<file path="config.mk">
export PLATFORM = sky130hd
export DESIGN_NAME = vme_cmd_player
export DESIGN_NICKNAME = d
export VERILOG_FILES = /design/src/rtl/vme_cmd_player.sv
export SDC_FILE = /design/constraint.sdc
export NUM_CORES = 1
export LEC_CHECK = 0
export ABC_CLOCK_PERIOD_IN_PS = 4200
export CAP_MARGIN = 30
export CELL_PAD_IN_SITES_DETAIL_PLACEMENT = 0
export CELL_PAD_IN_SITES_GLOBAL_PLACEMENT = 1
export CORE_MARGIN = 2
export CORE_UTILIZATION = 34
export CTS_CLUSTER_SIZE = 14
export DETAILED_ROUTE_END_ITERATION = 10
export HOLD_SLACK_MARGIN = 0.05
export PLACE_DENSITY_LB_ADDON = 0.12
export SKIP_CTS_REPAIR_TIMING = 1
export SYNTH_ARGS = -nofsm -noshare
export SYNTH_HDL_FRONTEND = slang
export SYNTH_SLANG_ARGS = --single-unit
</file>
<file path="constraint.sdc">
create_clock -name clk -period 4.2 [get_ports clk]
set_input_delay 0.42 -clock clk [delete_from_list [all_inputs] [get_ports clk]]
set_output_delay 0.42 -clock clk [all_outputs]
set_load 0.005 [all_outputs]
</file>
<file path="src/rtl/vme_cmd_player.sv">
// vme_cmd_player: replays a host-loaded buffer of VME read/write commands through the cmd/data handshake.
// Define CMD_PLAYER_LOOP_EN to replay the buffer loop_n+1 times per run (adds loop_n, pass_idx).
module vme_cmd_player #(
  parameter int DW = 16,
  parameter int AW = 16,
  parameter int DEPTH = 16,
  parameter logic [31:0] MASK = 32'h00A80000,
  parameter int TIMEOUT = 1024
) (
  input  logic          clk,
  input  logic          rst,
  input  logic          load_valid,
  input  logic          load_rd,
  input  logic [AW-1:0] load_addr,
  input  logic [DW-1:0] load_data,
  output logic          load_full,
  input  logic          clr,
  input  logic          run,
  output logic          busy,
  output logic          done,
  input  logic          vme_cmd_rd,
  input  logic          vme_dat_wr,
  input  logic [31:0]   vme_dat_reg_out,
  output logic          start,
  output logic [31:0]   vme_cmd_reg,
  output logic [31:0]   vme_dat_reg_in,
  output logic          res_valid,
  input  logic          res_ready,
  output logic          res_rd,
  output logic          res_tmo,
  output logic [AW-1:0] res_addr,
  output logic [DW-1:0] res_data,
`ifdef CMD_PLAYER_LOOP_EN
  input  logic [7:0]    loop_n,
  output logic [7:0]    pass_idx,
`endif
  output logic [7:0]    err_cnt
);
  localparam int PW = $clog2(DEPTH);
  localparam int CW = PW + 1;
  localparam int TW = $clog2(TIMEOUT + 1);
  localparam logic [2:0] IDLE = 3'd0, WAIT_RDY = 3'd1, ISSUE = 3'd2, WAIT_ACK = 3'd3, RESULT = 3'd4;
  logic [2:0] state;
  logic [CW-1:0] count;
  logic [PW-1:0] ptr;
  logic [TW-1:0] tcnt;
  logic rd_mem [DEPTH];
  logic [AW-1:0] addr_mem [DEPTH];
  logic [DW-1:0] data_mem [DEPTH];
  logic cur_rd, active, load_ok, ack, tmo, pass_end, last, unused_bits;
  logic [AW-1:0] cur_addr;
  logic [DW-1:0] cur_data;
  assign cur_rd = rd_mem[ptr];
  assign cur_addr = addr_mem[ptr];
  assign cur_data = data_mem[ptr];
  assign active = state == ISSUE || state == WAIT_ACK;
  assign load_full = count == CW'(DEPTH);
  assign load_ok = state == IDLE && load_valid && !load_full && !clr;
  assign ack = state == WAIT_ACK && vme_dat_wr;
  assign tmo = state == WAIT_ACK && !vme_dat_wr && tcnt == TW'(TIMEOUT - 1);
  assign pass_end = {1'b0, ptr} == count - 1'b1;
  assign busy = state != IDLE;
  assign start = state == ISSUE;
  assign res_valid = state == RESULT;
  assign vme_cmd_reg = active ? MASK | {6'b0, cur_rd, ~cur_rd, 8'b0, 16'(cur_addr)} : MASK;
  assign vme_dat_reg_in = active && !cur_rd ? 32'(cur_data) : 32'b0;
  assign unused_bits = ^vme_dat_reg_out;
`ifdef CMD_PLAYER_LOOP_EN
  logic [7:0] loop_r;
  assign last = pass_end && pass_idx == loop_r;
`else
  assign last = pass_end;
`endif
  // Buffer storage carries no reset; validity is tracked by count alone.
  always_ff @(posedge clk)
    if (load_ok) begin
      rd_mem[count[PW-1:0]] <= load_rd;
      addr_mem[count[PW-1:0]] <= load_addr;
      data_mem[count[PW-1:0]] <= load_data;
    end
  always_ff @(posedge clk or posedge rst)
    if (rst) begin
      state <= IDLE;
      count <= '0;
      ptr <= '0;
      tcnt <= '0;
      done <= 1'b0;
      res_rd <= 1'b0;
      res_tmo <= 1'b0;
      res_addr <= '0;
      res_data <= '0;
      err_cnt <= '0;
`ifdef CMD_PLAYER_LOOP_EN
      loop_r <= '0;
      pass_idx <= '0;
`endif
    end else begin
      done <= 1'b0;
      case (state)
        IDLE: begin
          if (clr) count <= '0;
          else if (load_ok) count <= count + 1'b1;
          if (run) begin
            ptr <= '0;
            done <= count == '0;
            state <= count == '0 ? IDLE : WAIT_RDY;
`ifdef CMD_PLAYER_LOOP_EN
            loop_r <= loop_n;
            pass_idx <= '0;
`endif
          end
        end
        WAIT_RDY: if (vme_cmd_rd) state <= ISSUE;
        ISSUE: begin
          tcnt <= '0;
          state <= WAIT_ACK;
        end
        WAIT_ACK: begin
          tcnt <= tcnt + 1'b1;
          if (ack || tmo) begin
            res_rd <= cur_rd;
            res_addr <= cur_addr;
            res_tmo <= tmo;
            res_data <= tmo ? '0 : cur_rd ? vme_dat_reg_out[DW-1:0] : cur_data;
            err_cnt <= err_cnt + {7'b0, tmo && err_cnt != 8'hFF};
            state <= RESULT;
          end
        end
        RESULT:
          if (res_ready) begin
            ptr <= pass_end ? '0 : ptr + 1'b1;
            done <= last;
            state <= last ? IDLE : WAIT_RDY;
`ifdef CMD_PLAYER_LOOP_EN
            if (pass_end && !last) pass_idx <= pass_idx + 1'b1;
`endif
          end
        default: state <= IDLE;
      endcase
    end
endmodule

</file>
==> run metrics, run 1 <==
status=complete, no violations; hold violation count in the final report=0; min Tclk post-route=3.88 ns; Root Driver=clkbuf_16; Syn Area/Cell=19.5 sq um; vias in the first global route=12379; Post-synth ARST share=0.111; CTS tree=done; crit path kind=flop to primary output; most frequent cells in the layout=528 x edfxtp_1, 148 x mux4_2, 137 x clkdlybuf4s50_1, 121 x nand2_1, 72 x clkbuf_16; initial antenna violation count=4; Hold Worst Slack=0.300 ns; GR Overflow Total=0; Final WS setup=0.323 ns; Final setup viols=0; largest net degree at the start of global routing=69; CTS clk-pin slew, worst paths=0.06 ns; top_reg_cell synth=edfxtp_1; EDFF count, synth=528; Synth Instances=1207; Max-cap violations=0; Die H=267 microns; YS warnings=0; Num CTS Buffers=69; crit share post-route=0.923; Yosys reg bits=594; DP Worst Slack=0.865 ns; all-layer global routing usage=0.169; CP max stage delay=0.64 ns; total length of routed wires=58400 microns; via/cell ratio=5.04; routed len/inst=24.9 microns; Rows=96; R2R Setup Slk=0.82 ns; DPL Wire Length=33300 microns; clock network fraction of total power=0.399; Pleak=9.30 nW; Slew headroom=0.367; Logic pwr share=0.148; switching share of power=0.239; # DRC=0; Mapped Area=23500 sq um; CP Data Arrival Time=3.46 ns; first-pass GRT wire length=86200 microns; unrepaired setup endpoints after global routing=no; Setup TNS=0 ns; synth-to-layout area growth=21.5%; die width=267 microns; Switching Power=0.00364 W; worst-path fanout max=17; Initial Util=0.343; R2R Path End=data_mem[5][9]; clock skew=0.0269 ns; r2r startpoint=state[0]; Peak VDD IR=0.261 mV; post-synthesis cell type count=52; FF-to-FF path depth=7; P per Cell Area=534 nW/um^2; sequential share of power=0.453; register area share after synthesis=0.745; Int Pwr=0.0116 W; Setup crit end=vme_dat_reg_in[0]; DRT iter0 DRCs=906; f_max=0.258 GHz; crit-path cells=mux4_2 -> a22o_1 -> nor2_8 -> nand2_4 -> a21oi_1 -> clkdlybuf4s50_1; die area=71200 sq um; DRT antenna net count=0; core box area=68500 sq um; H-tree depth=3; CP max stage cell=dfrtp_4; crit path from=ptr[0]; Max Root-Sink Buffers=3; Crit path required time=3.78 ns; vias=11803; Final Wtd Congestion=0.715; Pins Over Slew Limit=0; Layout fillers=6109; nets=1488; IO Count=184; port bufs=137; CTS sink cnt=594; drt first pass iters=5; HP Class=primary input to async pin; Worst setup SP type=flop; commonest non-fill, non-tap cell in the layout=edfxtp_1; clock latency on the worst-skew pair=0.61 ns; worst slew pin tran=0.947 ns; element type at the critical path end=primary output; share of cells above drive strength 1=0.222
## metal layers
layer,track usage,up-vias,share of wire
li1,-,5206,-
met1,0.241,6238,0.47
met2,0.266,277,0.47
met3,0.0272,76,0.041
met4,0.0498,6,0.018
met5,0,-,0.00062
## per-stage QoR
stage / area, sq um / instances / util / total power [W]
6_report: 28500 / 2344 / 0.417 / 0.0152
5_1_grt: 28500 / 2344 / 0.417 / 0.0159
4_1_cts: 28500 / 2343 / 0.417 / 0.0155
3_5_place_dp: 26300 / 2218 / 0.383 / 0.00934
3_3_place_gp: 26300 / 2218 / 0.383 / 0.00932
2_1_floorplan: 23600 / 1235 / - / 0.00827
## state kept, by name (all words and copies together), names as in the netlist
name	count
ptr	4
rd_mem	16
res_rd	1
state	3
err_cnt	8
res_data	16
tcnt	11
count	5
res_tmo	1
done	1
addr_mem	256
data_mem	256
res_addr	16
## power groups by stage
stage / combinational, W / sequential (W) / clock (W)
finish: 0.00226 / 0.00690 / 0.00607
CTS: 0.00232 / 0.00691 / 0.00623
detailed placement: 0.00231 / 0.00703 / 0
floorplan: 0.00130 / 0.00698 / 0
global route: 0.00247 / 0.00694 / 0.00647
global placement: 0.00229 / 0.00702 / 0
## Yosys cell counts, types with 2 or more instances
master,number,share of area
a21oi_1,28,0.0060
a22o_1,4,0.0015
a22oi_1,34,0.011
and2_1,17,0.0045
buf_1,6,0.00096
buf_2,15,0.0032
buf_4,30,0.0096
buf_6,4,0.0019
clkbuf_1,31,0.0050
conb_1,2,0.00032
dfrtp_1,66,0.070
edfxtp_1,528,0.67
ha_1,8,0.0043
inv_1,10,0.0016
mux2_2,2,0.00096
mux2i_1,16,0.0068
mux4_2,148,0.14
nand2_1,121,0.019
nand2b_1,8,0.0021
nand3_1,9,0.0019
nand3b_1,2,0.00064
nand4_1,3,0.00080
nand4bb_1,2,0.00096
nor2_1,26,0.0042
nor2b_1,5,0.0013
nor3_1,9,0.0019
nor3b_1,2,0.00064
o21ai_0,20,0.0043
o21ai_1,9,0.0019
o22ai_1,2,0.00053
or2_2,2,0.00053
or3_1,2,0.00053
xnor2_1,13,0.0048
xor2_1,5,0.0019
## worst max-delay path: cells and delay by family, from the launching register on
family,cells,cell delay (ns)
AOI/OAI and AO/OA,2,0.74
DFF,1,0.64
buffers and inverters,1,0.58
muxes,1,0.54
and+or+nand+nor,2,0.34
## worst min-delay path by stage
stage | startpoint | slack [ns] | cells after the start | end
after floorplan | tcnt[1] | 0.46 | 2 | tcnt[1]
after global placement | res_addr[1] | 0.46 | 2 | res_addr[1]
after detailed placement | res_addr[9] | 0.46 | 2 | res_addr[9]
after CTS | rst | 0.30 | 2 | res_data[8]
after global routing | rst | 0.36 | 2 | state[0]
final | rst | 0.30 | 2 | tcnt[8]
## cells by family (layout without fill, tap and decap cells)
family,Yosys count,after routing,synth area share
other cells,2,31,0.000320
simple gates,217,217,0.0431
flops,594,594,0.745
xor+xnor,18,18,0.00671
compound gates,105,105,0.0279
mux,166,166,0.150
buf+inv,97,323,0.0231
fa+ha+maj,8,8,0.00426
## cell type report
class	instances	area, sq um	area share
inverter	10	38.8	0.00136
sequential	594	17500	0.614
clock buffer	92	1890	0.0661
tap	882	1100	0.0387
timing repair buffer	188	1900	0.0667
antenna	1	2.50	0.0000877
clock inverter	33	400	0.0140
multi-input combinational	544	5690	0.199
Power figures use the tool's default switching activity.
==> run 2, diff against run 1 <==
--- a/config.mk
+++ b/config.mk
@@ -13,2 +13,3 @@
 export CORE_UTILIZATION = 34
+export CTS_BUF_LIST = sky130_fd_sc_hd__clkbuf_4
 export CTS_CLUSTER_SIZE = 14
==> constraint.sdc (replaced) <==
create_clock -name clk -period 4.2 [get_ports clk]
set_input_delay 0.63 -clock clk [delete_from_list [all_inputs] [get_ports clk]]
set_output_delay 0.63 -clock clk [all_outputs]
set_load 0.005 [all_outputs]
==> run 2 against run 1 <==
Flip-flop and latch count is the same. Hold slack worse by 0.0038 ns. Sequential share of layout area fell by 0.32 points. Global-route usage is 0.25 points higher. Wire length is 2.7% higher. First-iteration DRC count is 4.2% lower. Register-to-register slack better by 0.16 ns. Maximum frequency fell by 6.0%. Critical endpoint is now vme_cmd_reg[0]. Largest power group unchanged.
==> run metrics, run 2 (synthesized netlist as in run 1, its figures left out) <==
element type at the critical path end=primary output; hold violation count in the final report=0; DRT antenna net count=0; HP Class=primary input to flop; all-layer global routing usage=0.171; Num CTS Buffers=164; vias in the first global route=13122; Max-cap violations=0; Final WS setup=0.0766 ns; P per Cell Area=506 nW/um^2; port bufs=137; total length of routed wires=60000 microns; hold path cells=3; commonest non-fill, non-tap cell in the layout=edfxtp_1; most frequent cells in the layout=528 x edfxtp_1, 244 x clkbuf_4, 148 x mux4_2, 135 x clkdlybuf4s50_1, 121 x nand2_1; CP Data Arrival Time=3.49 ns; core box area=68500 sq um; Final Wtd Congestion=0.710; Slew headroom=0.470; Layout fillers=6215; Crit path required time=3.57 ns; GR Overflow Total=0; die width=267 microns; critical path buffer and inverter count=3; via/cell ratio=4.89; IO Count=184; Peak VDD IR=0.180 mV; FF-to-FF path depth=7; Top Family by Delay on Critical Path=multiplexers; unrepaired setup endpoints after global routing=yes; crit share post-route=0.982; DRT iter0 DRCs=868; initial antenna violation count=6; Root Driver=clkbuf_4; r2r startpoint=state[0]; DPL Wire Length=33400 microns; CP max stage cell=mux4_2; Worst setup SP type=flop; crit path from=ptr[0]; nets=1606; routed len/inst=23.7 microns; CP max stage delay=0.53 ns; Pleak=9.63 nW; hold path start=vme_dat_reg_out[2]; R2R Setup Slk=0.98 ns; worst-path fanout max=10; vias=12384; Rows=96; min Tclk post-route=4.12 ns; # DRC=0; H-tree depth=4; CTS sink cnt=594; CTS tree=done; Max Root-Sink Buffers=3; largest net degree at the start of global routing=65; drt first pass iters=5; Pins Over Slew Limit=0; clock latency on the worst-skew pair=0.96 ns; status=complete, no violations; hold endpoint=res_data[2]; crit-path cells=buf_6 -> clkbuf_16 -> mux4_2 -> mux4_2 -> and2_1 -> clkdlybuf4s50_1; crit path kind=flop to primary output; Final setup viols=0; clock skew=0.0551 ns; Initial Util=0.343; synth-to-layout area growth=22.1%; share of cells above drive strength 1=0.315; worst slew pin tran=0.795 ns; most used cell along the critical path=mux4_2; CTS clk-pin slew, worst paths=0.07 ns; Die H=267 microns; die area=71200 sq um; first-pass GRT wire length=86700 microns; f_max=0.243 GHz; Power Total=0.0145 W; DP Worst Slack=0.697 ns; R2R Path End=addr_mem[13][11]
## run 2: changes by cell type in the layout (fill, tap and decap cells not counted), sizes merged
cell / before / now
buf: 51 / 68
dlymetal6s2s: 0 / 2
bufinv: 9 / 3
diode: 1 / 2
dlygate4sd3: 0 / 1
clkdlybuf4s50: 137 / 135
clkbuf: 92 / 249
clkinvlp: 1 / 3
clkinv: 21 / 36
## run 2: stage by stage
step	TNS, ns	utilization	hold slack, ns	instance area (sq um)	std cells
global route	-1.15	0.419	0.198	28700	2531
CTS	-9.75	0.414	-0.127	28300	2511
detailed placement	0	0.383	0.461	26200	2223
global placement	0	0.382	0.457	26200	2221
finish	0	0.419	0.296	28700	2531
floorplan	0	-	0.457	23600	1235
## run 2: worst max-delay path by stage
stage / depth (start not counted) / slack (ns) / endpoint
global placement: 6 / 0.68 / vme_dat_reg_in[0]
global route: 6 / -0.09 / vme_cmd_reg[3]
detailed placement: 5 / 0.70 / vme_cmd_reg[14]
finish: 6 / 0.08 / vme_cmd_reg[0]
CTS: 5 / -0.40 / vme_cmd_reg[14]
floorplan: 5 / 0.68 / addr_mem[12][0]
## run 2: per-layer routing
layer,up-vias,global-route usage,share of wire
li1,5531,-,-
met1,6495,0.233,0.47
met2,287,0.267,0.48
met3,65,0.0472,0.042
met4,6,0.0521,0.012
met5,-,0,0.00073
## run 2: worst reg2reg max path, delay by kind of cell, from the launching register on
kind	cells	cell delay [ns]
flip-flops	1	0.57
buffers and inverters	3	0.74
AND/OR/NAND/NOR	4	1.50
## run 2: report_power, final
group	total [W]	internal, W	switching [W]
sequential	0.00689	0.00672	0.000169
combinational	0.00243	0.00127	0.00116
clock	0.00520	0.00283	0.00236
## run 2: final cells by class
cell class                      instances  area (sq um)  share of cell area
Sequential cell                       594         17500               0.610
Inverter                               10          38.8             0.00135
Clock inverter                         44           272             0.00946
Clock buffer                          244          1830              0.0638
Antenna cell                            2          5.00            0.000174
Tap cell                              882          1100              0.0385
Multi-Input combinational cell        544          5760               0.201
Timing Repair Buffer                  211          2170              0.0757
==> run 3, diff against run 2 <==
ABC_AREA = 1   (was unset)
CORE_UTILIZATION = 35   (was 34)
==> run 3 against run 2 <==
Hold slack gained 0.015 ns. Wire length grew 25%. Die area grew 5.5%. Power grew 4.9%. Final cell count grew 45%. Global-route usage grew 2.3 points. Critical path type unchanged. Largest power group unchanged. Highest routed layer is now met4.
==> run metrics, run 3 <==
status=complete, no violations; top_reg_cell synth=edfxtp_1; Num CTS Buffers=165; Logic pwr share=0.193; P per Cell Area=498 nW/um^2; fin area=30600 sq um; Crit path required time=3.57 ns; count leader, synth=nand2_1; vias in the first global route=16947; port bufs=137; hold path start=vme_dat_reg_out[1]; drt first pass iters=5; die area=75100 sq um; share of cells above drive strength 1=0.140; CP Data Arrival Time=3.41 ns; cell taking the most area after synthesis=edfxtp_1; Pleak=12.0 nW; GR Overflow Total=0; Int Pwr=0.0108 W; Switching Power=0.00439 W; Worst setup SP type=flop; Setup TNS=0 ns; Synth top area share=0.621; f_max=0.247 GHz; # DRC=0; worst-path fanout max=42; most frequent cells in the layout=541 x nand2_1, 528 x edfxtp_1, 267 x inv_1, 260 x nand3_1, 248 x clkbuf_4; commonest non-fill, non-tap cell in the layout=nand2_1; CTS clk-pin slew, worst paths=0.06 ns; placed cell area=28000 sq um; synth-to-layout area growth=19.7%; total length of routed wires=75100 microns; HP Class=primary input to flop; core box area=72600 sq um; crit path kind=flop to primary output; Final Wtd Congestion=0.770; worst slew pin tran=0.772 ns; DRT antenna net count=0; initial antenna violation count=3; Syn Area/Cell=10.8 sq um; Post-synth ARST share=0.111; Yosys reg bits=594; routed len/inst=20.4 microns; DPL Wire Length=39200 microns; via/cell ratio=4.79; Max Root-Sink Buffers=3; Final setup viols=0; CTS tree=done; H-tree depth=4; Pins Over Slew Limit=0; DRT iter0 DRCs=1165; clock skew=0.0682 ns; first-pass GRT wire length=107000 microns; unrepaired setup endpoints after global routing=yes; element type at the critical path end=primary output; switching share of power=0.288; Slew headroom=0.486; post-synthesis cell type count=36; post-layout util=0.421; Mapped Area=25500 sq um; crit share post-route=0.963; Initial Util=0.352; Hold Worst Slack=0.311 ns; Post-synth top cells=547 x nand2_1, 528 x edfxtp_1, 271 x inv_1; clock network fraction of total power=0.353; hold violation count in the final report=0; YS warnings=0; Area contributors post-synth=edfxtp_1 62%, nand2_1 8.0%, dfrtp_1 6.5%; crit path from=ptr[0]; nets=2684; EDFF count, synth=528; Synth Instances=2365; vias=17618; Peak VDD IR=0.251 mV; Layout fillers=6981; die width=274 microns; r2r startpoint=count[0]; largest net degree at the start of global routing=158; CTS sink cnt=594; Die H=274 microns; min Tclk post-route=4.04 ns; register area share after synthesis=0.686; Root Driver=clkbuf_4; Rows=99; sequential share of power=0.454; Max-cap violations=0; all-layer global routing usage=0.194; clock latency on the worst-skew pair=0.99 ns; IO Count=184
run 3: cell count changes after synthesis, moves of 12 or more:
| cell | change |
|---|---|
| a22oi_1 | -34 |
| and2_1 | -17 |
| buf_1 | +14 |
| buf_2 | +23 |
| buf_6 | +12 |
| inv_1 | +261 |
| mux2i_1 | -16 |
| mux4_2 | -148 |
| nand2_1 | +426 |
| nand3_1 | +252 |
| nor2_1 | +215 |
| o211ai_1 | +64 |
| o21ai_0 | +120 |
run 3: final timing paths:
| check | endpoint | slack, ns | depth (start not counted) |
|---|---|---|---|
| worst min-delay path | res_data[1] | 0.31 | 5 |
| max in group asynchronous | tcnt[2] | 2.72 | 4 |
| worst max-delay path | vme_cmd_reg[8] | 0.16 | 9 |
| worst max register to register | data_mem[13][7] | 0.99 | 8 |
| worst min register to register | res_addr[2] | 0.48 | 2 |
| min in group asynchronous | res_data[1] | 0.64 | 3 |
run 3: power by group through the flow:
stage	sequential [W]	clock (W)	combinational (W)
after floorplan	0.00700	0	0.00155
after global placement	0.00702	0	0.00277
after detailed placement	0.00702	0	0.00278
after CTS	0.00690	0.00557	0.00280
after global routing	0.00694	0.00587	0.00326
final	0.00691	0.00537	0.00294
run 3: per-stage QoR:
step	total power, W	setup slack (ns)	std cells
3_5_place_dp	0.00981	0.754	3384
2_1_floorplan	0.00855	1.01	2393
6_report	0.0152	0.157	3680
5_1_grt	0.0161	-0.0308	3680
4_1_cts	0.0153	-0.353	3667
3_3_place_gp	0.00979	0.746	3384
run 3: layout make-up:
cell class / instances / area [sq um] / area share
clock buffers: 248 / 1860 / 0.0609
multi-input cells: 1372 / 6370 / 0.208
clock inverters: 35 / 288 / 0.00942
flip-flops and latches: 594 / 17500 / 0.573
well taps: 959 / 1200 / 0.0393
diodes: 2 / 5.00 / 0.000164
repair buffers: 195 / 2230 / 0.0731
inverters: 275 / 1080 / 0.0355
run 3: per-layer routing:
| layer | track usage | part of all wire | vias to the layer above |
|---|---|---|---|
| met1 | 0.262 | 0.46 | 8564 |
| met4 | 0.0759 | 0.024 | 0 |
| li1 | - | - | 8445 |
| met2 | 0.308 | 0.47 | 486 |
| met5 | 0 | 0 | - |
| met3 | 0.0377 | 0.049 | 123 |
run 3: cells by family (layout without fill, tap and decap cells):
| family | count (synthesis) | in the layout | synth area share |
|---|---|---|---|
| and+or+nand+nor | 1083 | 1083 | 0.176 |
| DFF | 594 | 594 | 0.686 |
| buffers and inverters | 427 | 753 | 0.0760 |
| AOI/OAI and AO/OA | 238 | 238 | 0.0537 |
| xor gates and xnor gates | 13 | 13 | 0.00446 |
| adders and majority gates | 8 | 8 | 0.00392 |
| other | 2 | 32 | 0.000294 |
run 3: worst max-delay path, stage by stage, from the launching register on:
cell	delay [ns]
dfrtp_4	0.54
buf_16	0.26
buf_16	0.25
nor2_1	0.08
nor2_1	0.08
o21ai_0	0.08
o211ai_1	0.10
nand3_1	0.14
a21oi_1	0.29
clkdlybuf4s50_1	0.57
